$ cat src/rtl/cmp_result_tracker.sv
// Result tracker for the single-bit comparator stage: saturating per-outcome counters,
// run-length tracking, sticky malformed-result flag and a req/ack snapshot port.
module cmp_result_tracker #(
  parameter int unsigned CNT_W       = 8,
  parameter int unsigned RUN_THR     = 4,
  parameter bit          CLR_ON_SNAP = 1'b0
) (
  input  logic             i_clk,
  input  logic             i_rst_n,
  input  logic             i_in_valid,
  input  logic             i_gt,
  input  logic             i_ls,
  input  logic             i_eq,
  input  logic             i_clr,
  input  logic             i_snap_req,
  input  logic             i_snap_ready,
  output logic [CNT_W-1:0] o_gt_cnt,
  output logic [CNT_W-1:0] o_ls_cnt,
  output logic [CNT_W-1:0] o_eq_cnt,
  output logic             o_snap_valid,
  output logic [CNT_W-1:0] o_run_len,
  output logic             o_run_hit,
  output logic             o_err
);

  typedef enum logic [1:0] {ClsNone, ClsGt, ClsLs, ClsEq} cls_e;
  typedef enum logic {StIdle, StHold} snap_st_e;

  localparam logic [CNT_W-1:0] CntMax = '1;
  localparam logic [CNT_W-1:0] CntOne = CNT_W'(1);
  localparam logic [CNT_W-1:0] RunThr = CNT_W'(RUN_THR);

  function automatic logic [CNT_W-1:0] sat_inc(input logic [CNT_W-1:0] v);
    return (v == CntMax) ? v : v + CntOne;
  endfunction

  logic [CNT_W-1:0] r_gt_live, r_ls_live, r_eq_live;
  logic [CNT_W-1:0] r_gt_snap, r_ls_snap, r_eq_snap;
  logic [CNT_W-1:0] r_run_len;
  cls_e             r_cls;
  logic             r_run_hit;
  logic             r_err;
  snap_st_e         r_state;
  logic             r_snap_valid;

  logic [1:0]       w_flag_cnt;
  logic             w_one_hot;
  logic             w_accept;
  logic             w_malformed;
  logic             w_capture;
  cls_e             w_cls_in;
  cls_e             w_cls_next;
  logic [CNT_W-1:0] w_gt_next, w_ls_next, w_eq_next;
  logic [CNT_W-1:0] w_run_len_next;

  assign w_flag_cnt  = {1'b0, i_gt} + {1'b0, i_ls} + {1'b0, i_eq};
  assign w_one_hot   = (w_flag_cnt == 2'd1);
  // clr wins over a same-cycle sample
  assign w_accept    = i_in_valid & w_one_hot & ~i_clr;
  assign w_malformed = i_in_valid & ~w_one_hot;
  assign w_capture   = (r_state == StIdle) & i_snap_req;

  always_comb begin
    w_cls_in = ClsNone;
    if (i_gt)      w_cls_in = ClsGt;
    else if (i_ls) w_cls_in = ClsLs;
    else if (i_eq) w_cls_in = ClsEq;
  end

  always_comb begin
    w_gt_next = r_gt_live;
    w_ls_next = r_ls_live;
    w_eq_next = r_eq_live;
    if (i_clr) begin
      w_gt_next = '0;
      w_ls_next = '0;
      w_eq_next = '0;
    end else if (w_accept) begin
      unique case (w_cls_in)
        ClsGt:   w_gt_next = sat_inc(r_gt_live);
        ClsLs:   w_ls_next = sat_inc(r_ls_live);
        ClsEq:   w_eq_next = sat_inc(r_eq_live);
        default: ;
      endcase
    end
  end

  always_comb begin
    w_cls_next     = r_cls;
    w_run_len_next = r_run_len;
    if (i_clr) begin
      w_cls_next     = ClsNone;
      w_run_len_next = '0;
    end else if (w_accept) begin
      w_cls_next = w_cls_in;
      if (w_cls_in == r_cls) w_run_len_next = sat_inc(r_run_len);
      else                   w_run_len_next = CntOne;
    end
  end

  // Snapshot capture may zero the live counters; the same-cycle sample lands in the snapshot only.
  always_ff @(posedge i_clk or negedge i_rst_n) begin
    if (!i_rst_n) begin
      r_gt_live <= '0;
      r_ls_live <= '0;
      r_eq_live <= '0;
    end else if (CLR_ON_SNAP && w_capture) begin
      r_gt_live <= '0;
      r_ls_live <= '0;
      r_eq_live <= '0;
    end else begin
      r_gt_live <= w_gt_next;
      r_ls_live <= w_ls_next;
      r_eq_live <= w_eq_next;
    end
  end

  always_ff @(posedge i_clk or negedge i_rst_n) begin
    if (!i_rst_n) begin
      r_gt_snap <= '0;
      r_ls_snap <= '0;
      r_eq_snap <= '0;
    end else if (w_capture) begin
      r_gt_snap <= w_gt_next;
      r_ls_snap <= w_ls_next;
      r_eq_snap <= w_eq_next;
    end
  end

  always_ff @(posedge i_clk or negedge i_rst_n) begin
    if (!i_rst_n) begin
      r_cls     <= ClsNone;
      r_run_len <= '0;
      r_run_hit <= 1'b0;
      r_err     <= 1'b0;
    end else begin
      r_cls     <= w_cls_next;
      r_run_len <= w_run_len_next;
      r_run_hit <= (w_run_len_next >= RunThr);
      r_err     <= i_clr ? 1'b0 : (r_err | w_malformed);
    end
  end

  always_ff @(posedge i_clk or negedge i_rst_n) begin
    if (!i_rst_n) begin
      r_state      <= StIdle;
      r_snap_valid <= 1'b0;
    end else begin
      unique case (r_state)
        StIdle: begin
          if (i_snap_req) begin
            r_state      <= StHold;
            r_snap_valid <= 1'b1;
          end
        end
        StHold: begin
          if (i_snap_ready) begin
            r_state      <= StIdle;
            r_snap_valid <= 1'b0;
          end
        end
        default: begin
          r_state      <= StIdle;
          r_snap_valid <= 1'b0;
        end
      endcase
    end
  end

  assign o_gt_cnt     = r_gt_snap;
  assign o_ls_cnt     = r_ls_snap;
  assign o_eq_cnt     = r_eq_snap;
  assign o_snap_valid = r_snap_valid;
  assign o_run_len    = r_run_len;
  assign o_run_hit    = r_run_hit;
  assign o_err        = r_err;

endmodule

$ cat config.mk
export PLATFORM = sky130hd
export DESIGN_NAME = cmp_result_tracker
export DESIGN_NICKNAME = d
export VERILOG_FILES = /design/src/rtl/cmp_result_tracker.sv
export SDC_FILE = /design/constraint.sdc
export NUM_CORES = 1
export LEC_CHECK = 0
export ABC_AREA = 1
export CORE_MARGIN = 2
export CORE_UTILIZATION = 55
export DETAILED_ROUTE_END_ITERATION = 8
export GPL_TIMING_DRIVEN = 0
export HOLD_SLACK_MARGIN = 0.05
export PLACE_DENSITY = 0.89
export SLEW_MARGIN = 10
export SYNTH_ARGS = -nofsm -noshare
export SYNTH_HDL_FRONTEND = slang
export SYNTH_SLANG_ARGS = --single-unit
$ cat constraint.sdc
create_clock -name i_clk -period 1.8 [get_ports i_clk]
set_clock_uncertainty 0.15 [all_clocks]
set_input_delay 0.54 -clock i_clk [delete_from_list [all_inputs] [get_ports i_clk]]
set_output_delay 0.54 -clock i_clk [all_outputs]
set_load 0.02 [all_outputs]
==> out/qor.csv, run 1 <==
metric,value,unit
most common cell in the synthesized netlist,nand2_1,
Power Density,671,mW/mm²
post-synthesis area per instance,7.76,µm²
crit path DAT,2.31,ns
first-pass GRT wire length,14300,µm
failing checks,negative setup slack,
"antenna viol nets, final",0,
Slew Limit Headroom,47.9,%
FMAX,0.463,GHz
Post-DP HPWL,5220,µm
1st-pass router iterations,5,
required time worst endpoint,1.95,ns
Max Slew Vio Count,0,
largest area contributor in the netlist,dfrtp_1,
share of layout cells above drive strength 1,31.3,%
Final min period,2.16,ns
Seq cells post-synth,62,
final core occ,78.5,%
via count,3415,
Die Area,0.00667,mm²
core area,0.00589,mm²
Tcrit/Tclk final,120,%
total grt overflow,0,
DIE WIDTH,81.7,µm
nets,526,
initial antenna violation count,0,
gr usage total,28.9,%
"top cells by area, synth","dfrtp_1, nand2_1, inv_1",
largest net degree at the start of global routing,63,
Initial Util,56.4,%
Synth Flop Type,dfrtp_1,
detailed-route DRC error count,0,
Filler Cells Inserted,364,
outcome,finished with violations,
Hold Slack,0.108,ns
RSZ-0062 raised after global routing,true,
CTS tree,yes,
worst-margin pin slew,0.782,ns
Routed WL,10200,µm
P&R area growth vs syn,39.2,%
total power draw,3.10,mW
Synth top cells by count,"nand2_1, inv_1, dfrtp_1, nand3_1, nor2_1",
Syn Std Cell Area,0.00332,mm²
Hold Crit Class,in -> async,
vias in the first global route,3149,
CP Capture Type,register,
Crit Path Max Fanout,7,
CTS Buf Count,9,
asr flop ratio synth,100,%
# port buffers,42,
number of H-tree levels,3,
CP bufs+invs,3,
Mapped Nets,442,
Routed WL per cell,17.2,µm
Max VDD drop,0.000798,V
Netlist cell types,39,
row cnt,28,
GPL Wtd Cong,0.843,
I/O pins,44,
CTS clock-pin slew for the worst setup and hold paths,0.07,ns
endpoints failing setup,58,
"CP delay by family, top",simple AND/OR/NAND/NOR gates,
largest stage delay on the critical path,0.48,ns
1st-iter DRT viols,286,
clock buffer depth,2,
post-synthesis cell count,428,
"Hold Vio Cnt, Final",0,
Static Leak,2.45,nW
clock latency on the worst-skew pair,0.36,ns
Root Driver,clkbuf_8,
critical-path cell list,"buf_8, inv_8, fa_1, inv_2, nand3_4, nor2_4, nand3_4, nor2_4, nand2_1, nand2_2, nand4_1, nand2_1",
setup ws final,-0.360,ns
chip height,81.7,µm
top-area cell type share of the netlist area,46.7,%
Clock Sink Count,62,
sequential fraction of the synthesis area,46.7,%
Post-synth EDFFs,0,
Synthesis Warnings,0,
number of diodes,0,
CP max-delay cell,fa_1,
DR vias/cell,5.77,
Max Cap Viol,0,
Worst setup SP type,primary input,
crit path kind,in -> reg,
layout by cell type (no fill, tap or decap), drive strengths merged, types with 3 or more instances in the layout:
master,count
clkdlybuf4s50,3
o21ai,27
nand4,15
clkdlybuf4s15,5
nand2,138
buf,38
a21oi,10
inv,71
nand3,35
clkbuf,21
nor2,37
clkinv,4
dfrtp,62
ha,4
dlygate4sd2,26
nor3,7
cell type report:
cell class / instances / area [µm²] / area share (%)
tap: 75 / 93.8 / 2.03
timing repair buffer: 73 / 662 / 14.3
clock buffer: 13 / 159 / 3.44
inverter: 74 / 305 / 6.61
buffer: 7 / 38.8 / 0.839
clock inverter: 3 / 42.5 / 0.920
multi-input combinational: 285 / 1770 / 38.2
sequential: 62 / 1550 / 33.6
worst paths after layout:
| check | from | slack (ns) | end | cells past startpoint |
|---|---|---|---|---|
| max | i_eq | -0.36 | o_ls_cnt[2] | 12 |
| max in group asynchronous | i_rst_n | 0.85 | o_run_len[7] | 1 |
| min reg2reg | r_state | 0.29 | o_snap_valid | 1 |
| min in group i_clk | i_clr | 0.28 | r_ls_live[4] | 2 |
| min | i_rst_n | 0.11 | o_ls_cnt[5] | 1 |
| max reg2reg | r_ls_live[0] | -0.28 | o_ls_cnt[2] | 10 |
metal layers:
layer,vias to the layer above,GRT usage [%],part of all wire (%)
li1,1523,-,-
met1,1626,33.2,36
met2,198,48.2,51
met3,68,8.24,6.6
met4,0,17.0,6.8
met5,-,0,0
state kept, by name, summed over array words and instances, names as in the netlist:
signal,cells
o_snap_valid,1
o_ls_cnt,8
r_state,1
r_cls,2
r_ls_live,8
r_gt_live,8
o_gt_cnt,8
o_err,1
o_eq_cnt,8
r_eq_live,8
o_run_hit,1
o_run_len,8
stage by stage:
step | TNS (ns) | area, µm² | worst slack, ns | cells
after detailed placement | -66.68 | 3910 | -1.27 | 545
after global routing | -16.80 | 4620 | -0.414 | 592
after floorplan | -16.36 | 3400 | -0.407 | 428
final | -12.21 | 4620 | -0.360 | 592
after CTS | -8.04 | 4350 | -0.266 | 580
after global placement | -181.88 | 3910 | -1.90 | 545
report_power, final:
group / leakage, nW / internal, mW / switching, mW / total, mW
Combinational: 1.50 / 0.122 / 0.257 / 0.379
Sequential: 0.855 / 1.42 / 0.0198 / 1.44
Clock: 0.0996 / 0.714 / 0.569 / 1.28
cells by family (layout without fill, tap and decap cells):
group | count (synthesis) | count (layout) | synth area share, %
flops | 62 | 62 | 46.7
simple gates | 234 | 234 | 32.9
fa+ha+maj | 5 | 5 | 2.11
compound gates | 44 | 44 | 7.92
buf+inv | 81 | 170 | 9.76
xor+xnor | 2 | 2 | 0.528
worst register-to-register path, stage by stage, from the launching register on:
cell and delay [ns]:
dfrtp_1 0.41, ha_1 0.25, nand2_1 0.16, inv_1 0.13
nand3_1 0.18, inv_2 0.10, nor2_4 0.26, nand2_1 0.11
nand2_2 0.08, nand4_1 0.09, nand2_1 0.11
repair_timing:
| item | 4_1_cts | 5_1_grt |
|---|---|---|
| endpoints found under the setup margin | 96 | 64 |
| buffers inserted | 19 | 13 |
| hold buffers | 0 | 0 |
| pin swaps | 28 | 27 |
| gates resized for setup | 92 | 69 |
Note: power is estimated with default switching activity, not from simulation.
==> inputs of run 2 (changes only) <==
--- a/config.mk
+++ b/config.mk
@@ -7,11 +7,11 @@
 export LEC_CHECK = 0
 export ABC_AREA = 1
 export CORE_MARGIN = 2
-export CORE_UTILIZATION = 55
+export CORE_UTILIZATION = 50
 export DETAILED_ROUTE_END_ITERATION = 8
 export GPL_TIMING_DRIVEN = 0
 export HOLD_SLACK_MARGIN = 0.05
-export PLACE_DENSITY = 0.89
+export PLACE_DENSITY = 0.85
 export SLEW_MARGIN = 10
 export SYNTH_ARGS = -nofsm -noshare
 export SYNTH_HDL_FRONTEND = slang
==> constraint.sdc (replaced) <==
create_clock -name i_clk -period 1.9 [get_ports i_clk]
set_clock_uncertainty 0.15 [all_clocks]
set_input_delay 0.57 -clock i_clk [delete_from_list [all_inputs] [get_ports i_clk]]
set_output_delay 0.57 -clock i_clk [all_outputs]
set_load 0.02 [all_outputs]
==> run 2 against run 1 <==
Effect of this change:
- the flow still finishes with violations (negative setup slack)
- global-route usage is 4.2 points lower
- non-clock buffer count is 8 lower
- via count is 5.7% lower
- clock power is 16% lower
- flip-flop and latch count stayed put
- sequential share of layout area is 0.52 points higher
- core utilization is 7.3 points lower
- setup slack better by 0.072 ns
- total power is 10% lower
- design area is 1.6% lower
- hold slack better by 0.049 ns
==> out/qor.csv, run 2 (synthesis gave the netlist of run 1 again) <==
metric,value,unit,change
outcome,finished with violations,,
failing checks,negative setup slack,,
CTS Buf Count,9,,unchanged
DR vias/cell,5.51,,-4.4%
worst r2r src,r_ls_live[0],,
Power Density,612,mW/mm²,-8.8%
Initial Util,52.0,%,-4.4 points
1st-iter DRT viols,278,,-2.8%
Worst setup SP type,primary input,,
Routed WL,9080,µm,-11%
CP Capture Type,register,,
Final min period,2.19,ns,
gr usage total,24.7,%,-4.2 points
Hold Crit Class,in -> async,,
FMAX,0.457,GHz,
worst-margin pin slew,0.761,ns,-0.0212 ns
r2r worst-path depth,10,,unchanged
first-pass GRT wire length,14100,µm,-1.6%
Max Slew Vio Count,0,,unchanged
Placement Setup Slack,-1.22,ns,+0.0516 ns
Tcrit/Tclk final,115,%,
crit path kind,in -> reg,,
Max VDD drop,0.000797,V,about the same
Filler Cells Inserted,459,,+26%
detailed-route DRC error count,0,,unchanged
total grt overflow,0,,unchanged
largest stage delay on the critical path,0.48,ns,about the same
"commonest non-fill, non-tap cells in the layout","nand2_1, dfrtp_1, inv_1",,
"antenna viol nets, final",0,,unchanged
CTS clock-pin slew for the worst setup and hold paths,0.06,ns,about the same
via count,3220,,-5.7%
CP max-delay cell,fa_1,,
"CP delay by family, top",simple AND/OR/NAND/NOR gates,,
GPL Wtd Cong,0.792,,-6.1%
critical-path cell list,"buf_12, inv_8, fa_1, inv_2, nand4_4, buf_6, nor2_4, nand2_4, inv_8, nand2_4, nand2_2, nand3_2, o21ai_2",,
Die Area,0.00731,mm²,+9.5%
clock latency on the worst-skew pair,0.35,ns,about the same
Max Cap Viol,0,,unchanged
Static Leak,2.45,nW,-0.25%
1st-pass router iterations,7,,+2
Post-DP HPWL,5370,µm,+2.9%
endpoints failing setup,50,,-14%
initial antenna violation count,0,,unchanged
# port buffers,42,,unchanged
Slew Limit Headroom,49.3,%,+1.4 points
"most common cell after layout, fill and taps aside",nand2_1,,
CTS tree,yes,,
Routed WL per cell,15.6,µm,-9.8%
I/O pins,44,,unchanged
nets,518,,-1.5%
number of H-tree levels,3,,unchanged
required time worst endpoint,2.02,ns,+0.07 ns
share of layout cells above drive strength 1,26.8,%,-4.5 points
"reg-to-reg slack, setup",-0.11,ns,+0.17 ns
Fin Setup TNS,-8.43,ns,+3.78 ns
P&R area growth vs syn,37.0,%,
Root Driver,clkbuf_8,,
row cnt,29,,+3.6%
chip height,85.5,µm,+4.6%
largest net degree at the start of global routing,63,,unchanged
number of diodes,0,,unchanged
clock buffer depth,2,,unchanged
Clock Sink Count,62,,unchanged
DIE WIDTH,85.5,µm,+4.6%
crit path DAT,2.31,ns,about the same
"Hold Vio Cnt, Final",0,,unchanged
"Hold-fix buffers, CTS",0,,unchanged
FF-to-FF End,o_ls_cnt[2],,
Crit Path Max Fanout,7,,unchanged
setup ws final,-0.289,ns,+0.0718 ns
vias in the first global route,3055,,-3.0%
CP bufs+invs,5,,+2
core area,0.00639,mm²,+8.5%
RSZ-0062 raised after global routing,true,,
==> run 2: cell types whose count changed in the layout (fill, tap and decap cells not counted), sizes merged <==
cell,change
dlygate4sd2,+9
clkinvlp,-1
clkdlybuf4s15,-5
buf,-8
clkbuf,-5
==> run 2: worst reg2reg max path, stage by stage (launching register included) <==
cell and delay (ns):
dfrtp_1 0.40, ha_1 0.25, nand2_1 0.17, inv_1 0.10
nand3_1 0.13, clkinv_1 0.15, nor2_4 0.25, nand2_1 0.10
nand2_1 0.09, nand4_1 0.08, nand2_1 0.09
==> run 2: final cells by class <==
class                           count  area, µm²  area share [%]
Multi-Input combinational cell    285       1780            39.1
Sequential cell                    62       1550            34.1
Timing Repair Buffer               65        604            13.3
Inverter                           74        310            6.82
Clock buffer                       12        135            2.97
Tap cell                           77       96.3            2.12
Buffer                              7       37.5           0.825
Clock inverter                      2       35.0           0.770
==> run 2: routing by layer <==
| layer | global-route usage (%) | vias to the layer above | part of all wire (%) |
|---|---|---|---|
| li1 | - | 1505 | - |
| met1 | 30.2 | 1561 | 39 |
| met2 | 41.1 | 121 | 51 |
| met3 | 6.13 | 33 | 5.9 |
| met4 | 11.5 | 0 | 3.5 |
| met5 | 0 | - | 0 |
==> run 2: worst max-delay path by stage <==
stage                        from  cells after the start  slack (ns)            to
after detailed placement     i_eq                     12       -1.22   o_ls_cnt[2]
after CTS                    i_eq                     13       -0.23   o_eq_cnt[4]
after global placement    i_rst_n                      1       -1.80     o_run_hit
after floorplan              i_eq                      9       -0.34  r_ls_live[5]
final                        i_eq                     13       -0.29   o_eq_cnt[4]
after global routing         i_eq                     13       -0.35   o_eq_cnt[4]
==> run 2: through the flow <==
| stage | utilization, % | total power, mW | instance area, µm² | cells | hold slack (ns) |
|---|---|---|---|---|---|
| 3_3_place_gp | 61.3 | 1.67 | 3920 | 547 | 0.271 |
| 4_1_cts | 67.1 | 2.76 | 4280 | 578 | 0.169 |
| 5_1_grt | 71.2 | 2.88 | 4550 | 584 | 0.219 |
| 6_report | 71.2 | 2.78 | 4550 | 584 | 0.157 |
| 2_1_floorplan | - | 1.55 | 3400 | 428 | 0.124 |
| 3_5_place_dp | 61.3 | 1.68 | 3910 | 547 | 0.285 |
==> run 2: repair_timing <==
| item | CTS | global route |
|---|---|---|
| setup buffers | 17 | 6 |
| hold endpoints to repair | 0 | 0 |
| gates resized for setup | 82 | 61 |
| endpoints found under the setup margin | 96 | 57 |
| pin swaps | 35 | 31 |
==> run 2: report_power, final <==
part           internal (mW)  leakage (nW)  switching [mW]  total, mW
Clock                  0.591        0.0863           0.491       1.08
Sequential              1.35         0.857          0.0173       1.36
Combinational          0.108          1.50           0.232      0.340
Total                   2.04          2.45           0.739       2.78
==> inputs of run 3 (changes only) <==
--- a/config.mk
+++ b/config.mk
@@ -12,7 +12,6 @@
 export GPL_TIMING_DRIVEN = 0
 export HOLD_SLACK_MARGIN = 0.05
 export PLACE_DENSITY = 0.85
-export SLEW_MARGIN = 10
 export SYNTH_ARGS = -nofsm -noshare
 export SYNTH_HDL_FRONTEND = slang
 export SYNTH_SLANG_ARGS = --single-unit
==> run 3 against run 2 <==
Effect of this change:
- the run still ends with negative setup slack left
- combinational power increased by 4%
- first-iteration DRC count rose by 4.7%
- final cell count up 2.2%
- core utilization grew 2.5 points
- wire length increased by 9.6%
- critical endpoint is now o_ls_cnt[6]
==> out/qor.csv, run 3 (synthesis gave the netlist of run 1 again) <==
metric,value,unit,change
outcome,finished with violations,,
failing checks,negative setup slack,,
Power Density,624,mW/mm²,+2.0%
Routed WL per cell,16.7,µm,+7.2%
"Hold Vio Cnt, Final",0,,unchanged
Worst setup SP type,primary input,,
CTS clock-pin slew for the worst setup and hold paths,0.08,ns,+0.02 ns
required time worst endpoint,1.97,ns,-0.05 ns
row cnt,29,,unchanged
FMAX,0.437,GHz,-4.3%
largest net degree at the start of global routing,33,,-48%
Clock Sink Count,62,,unchanged
clock buffer depth,2,,unchanged
RSZ-0062 raised after global routing,true,,
"reg-to-reg slack, setup",-0.27,ns,-0.16 ns
vias in the first global route,3238,,+6.0%
detailed-route DRC error count,0,,unchanged
share of layout cells above drive strength 1,30.4,%,+3.6 points
clock latency on the worst-skew pair,0.36,ns,about the same
FF-to-FF End,o_ls_cnt[5],,
Max Cap Viol,0,,unchanged
gr usage total,25.8,%,+1.1 points
CP Capture Type,register,,
DIE WIDTH,85.5,µm,unchanged
total power draw,2.94,mW,+5.6%
via count,3447,,+7.0%
Final min period,2.29,ns,+0.0991 ns
Hold Slack,0.108,ns,-0.0482 ns
number of H-tree levels,3,,unchanged
# port buffers,42,,unchanged
Routed WL,9960,µm,+9.6%
DP Area,0.00393,mm²,+0.45%
initial antenna violation count,0,,unchanged
setup ws final,-0.388,ns,-0.0991 ns
Die Area,0.00731,mm²,unchanged
Max Slew Vio Count,0,,unchanged
first-pass GRT wire length,14900,µm,+5.7%
Root Driver,clkbuf_8,,
crit path DAT,2.36,ns,+0.05 ns
chip height,85.5,µm,unchanged
CTS Buf Count,9,,unchanged
worst r2r src,r_ls_live[2],,
Initial Util,52.0,%,unchanged
"commonest non-fill, non-tap cells in the layout","nand2_1, inv_1, dfrtp_1",,
Max VDD drop,0.000553,V,-31%
endpoints failing setup,56,,+12%
Post-DP HPWL,5480,µm,+2.0%
Tcrit/Tclk final,120,%,+5.2 points
Crit Path Max Fanout,4,,-3
worst-margin pin slew,0.722,ns,-0.0389 ns
total grt overflow,0,,unchanged
nets,529,,+2.1%
1st-pass router iterations,6,,-1
1st-iter DRT viols,291,,+4.7%
CTS tree,yes,,
Hold Crit Class,in -> async,,
design area,0.00471,mm²,+3.5%
P&R area growth vs syn,41.8,%,
number of diodes,0,,unchanged
DR vias/cell,5.77,,+4.7%
"antenna viol nets, final",0,,unchanged
crit path kind,in -> reg,,
r2r worst-path depth,8,,-2
Static Leak,2.50,nW,+2.0%
Fin Setup TNS,-9.95,ns,-1.52 ns
"most common cell after layout, fill and taps aside",nand2_1,,
Slew Limit Headroom,51.9,%,+2.6 points
core area,0.00639,mm²,unchanged
GPL Wtd Cong,0.792,,unchanged
I/O pins,44,,unchanged
-- run 3: changes by cell type in the layout (fill, tap and decap cells not counted), moves of 3 or more --
cell and delta:
nand2_4 -4, o21ai_1 +4, o21ai_0 -3, buf_6 +6
nand2_2 +15, nand2_1 -11
-- run 3: per-stage QoR --
stage | setup slack (ns) | utilization, % | std cells
6_report | -0.388 | 73.7 | 597
5_1_grt | -0.443 | 73.7 | 597
4_1_cts | -0.266 | 69.3 | 583
3_5_place_dp | -1.23 | 61.6 | 548
3_3_place_gp | -1.80 | 61.3 | 547
2_1_floorplan | -0.337 | - | 428
-- run 3: layer usage --
metal | up-vias | part of all wire [%] | track usage (%)
met5 | - | 0 | 0
met4 | 0 | 4.6 | 9.67
met3 | 57 | 7.8 | 6.32
met2 | 203 | 50 | 43.8
met1 | 1655 | 38 | 31.8
li1 | 1532 | - | -
-- run 3: area by class of cell --
class / count / area, µm²
Inverter: 74 / 310
Fill cell: 418 / 1680
Sequential cell: 62 / 1550
Clock buffer: 13 / 159
Timing Repair Buffer: 76 / 727
Buffer: 7 / 37.5
Clock inverter: 3 / 42.5
Multi-Input combinational cell: 285 / 1780
Tap cell: 77 / 96.3
-- run 3: what timing repair did --
action | CTS | global route
gates resized for setup | 101 | 57
pin swaps | 38 | 27
hold buffers | 0 | 0
endpoints found under the setup margin | 96 | 57
setup buffers | 19 | 15
-- run 3: worst max path at each step --
stage             from           end  slack (ns)  depth (start not counted)
3_5_place_dp      i_eq   o_gt_cnt[5]       -1.23                         11
2_1_floorplan     i_eq  r_ls_live[5]       -0.34                          9
4_1_cts           i_eq   o_eq_cnt[4]       -0.27                         13
3_3_place_gp   i_rst_n     o_run_hit       -1.80                          1
5_1_grt           i_eq   o_ls_cnt[6]       -0.44                         11
6_report          i_eq   o_ls_cnt[6]       -0.39                         11
-- run 3: worst max-delay path, cell delays in order --
cell,delay (ns)
buf_12,0.09
inv_8,0.03
fa_1,0.48
inv_2,0.12
nand3_4,0.09
nor2_4,0.20
nand3_4,0.13
buf_6,0.15
buf_6,0.11
o211ai_1,0.28
o21ai_1,0.11
-- run 3: power breakdown --
part           internal [mW]  leakage, nW  total, mW  switching, mW
Clock                  0.677       0.0996       1.22          0.547
Combinational          0.119         1.54      0.354          0.235
Sequential              1.34        0.857       1.36         0.0173
Total                   2.14         2.50       2.94          0.799
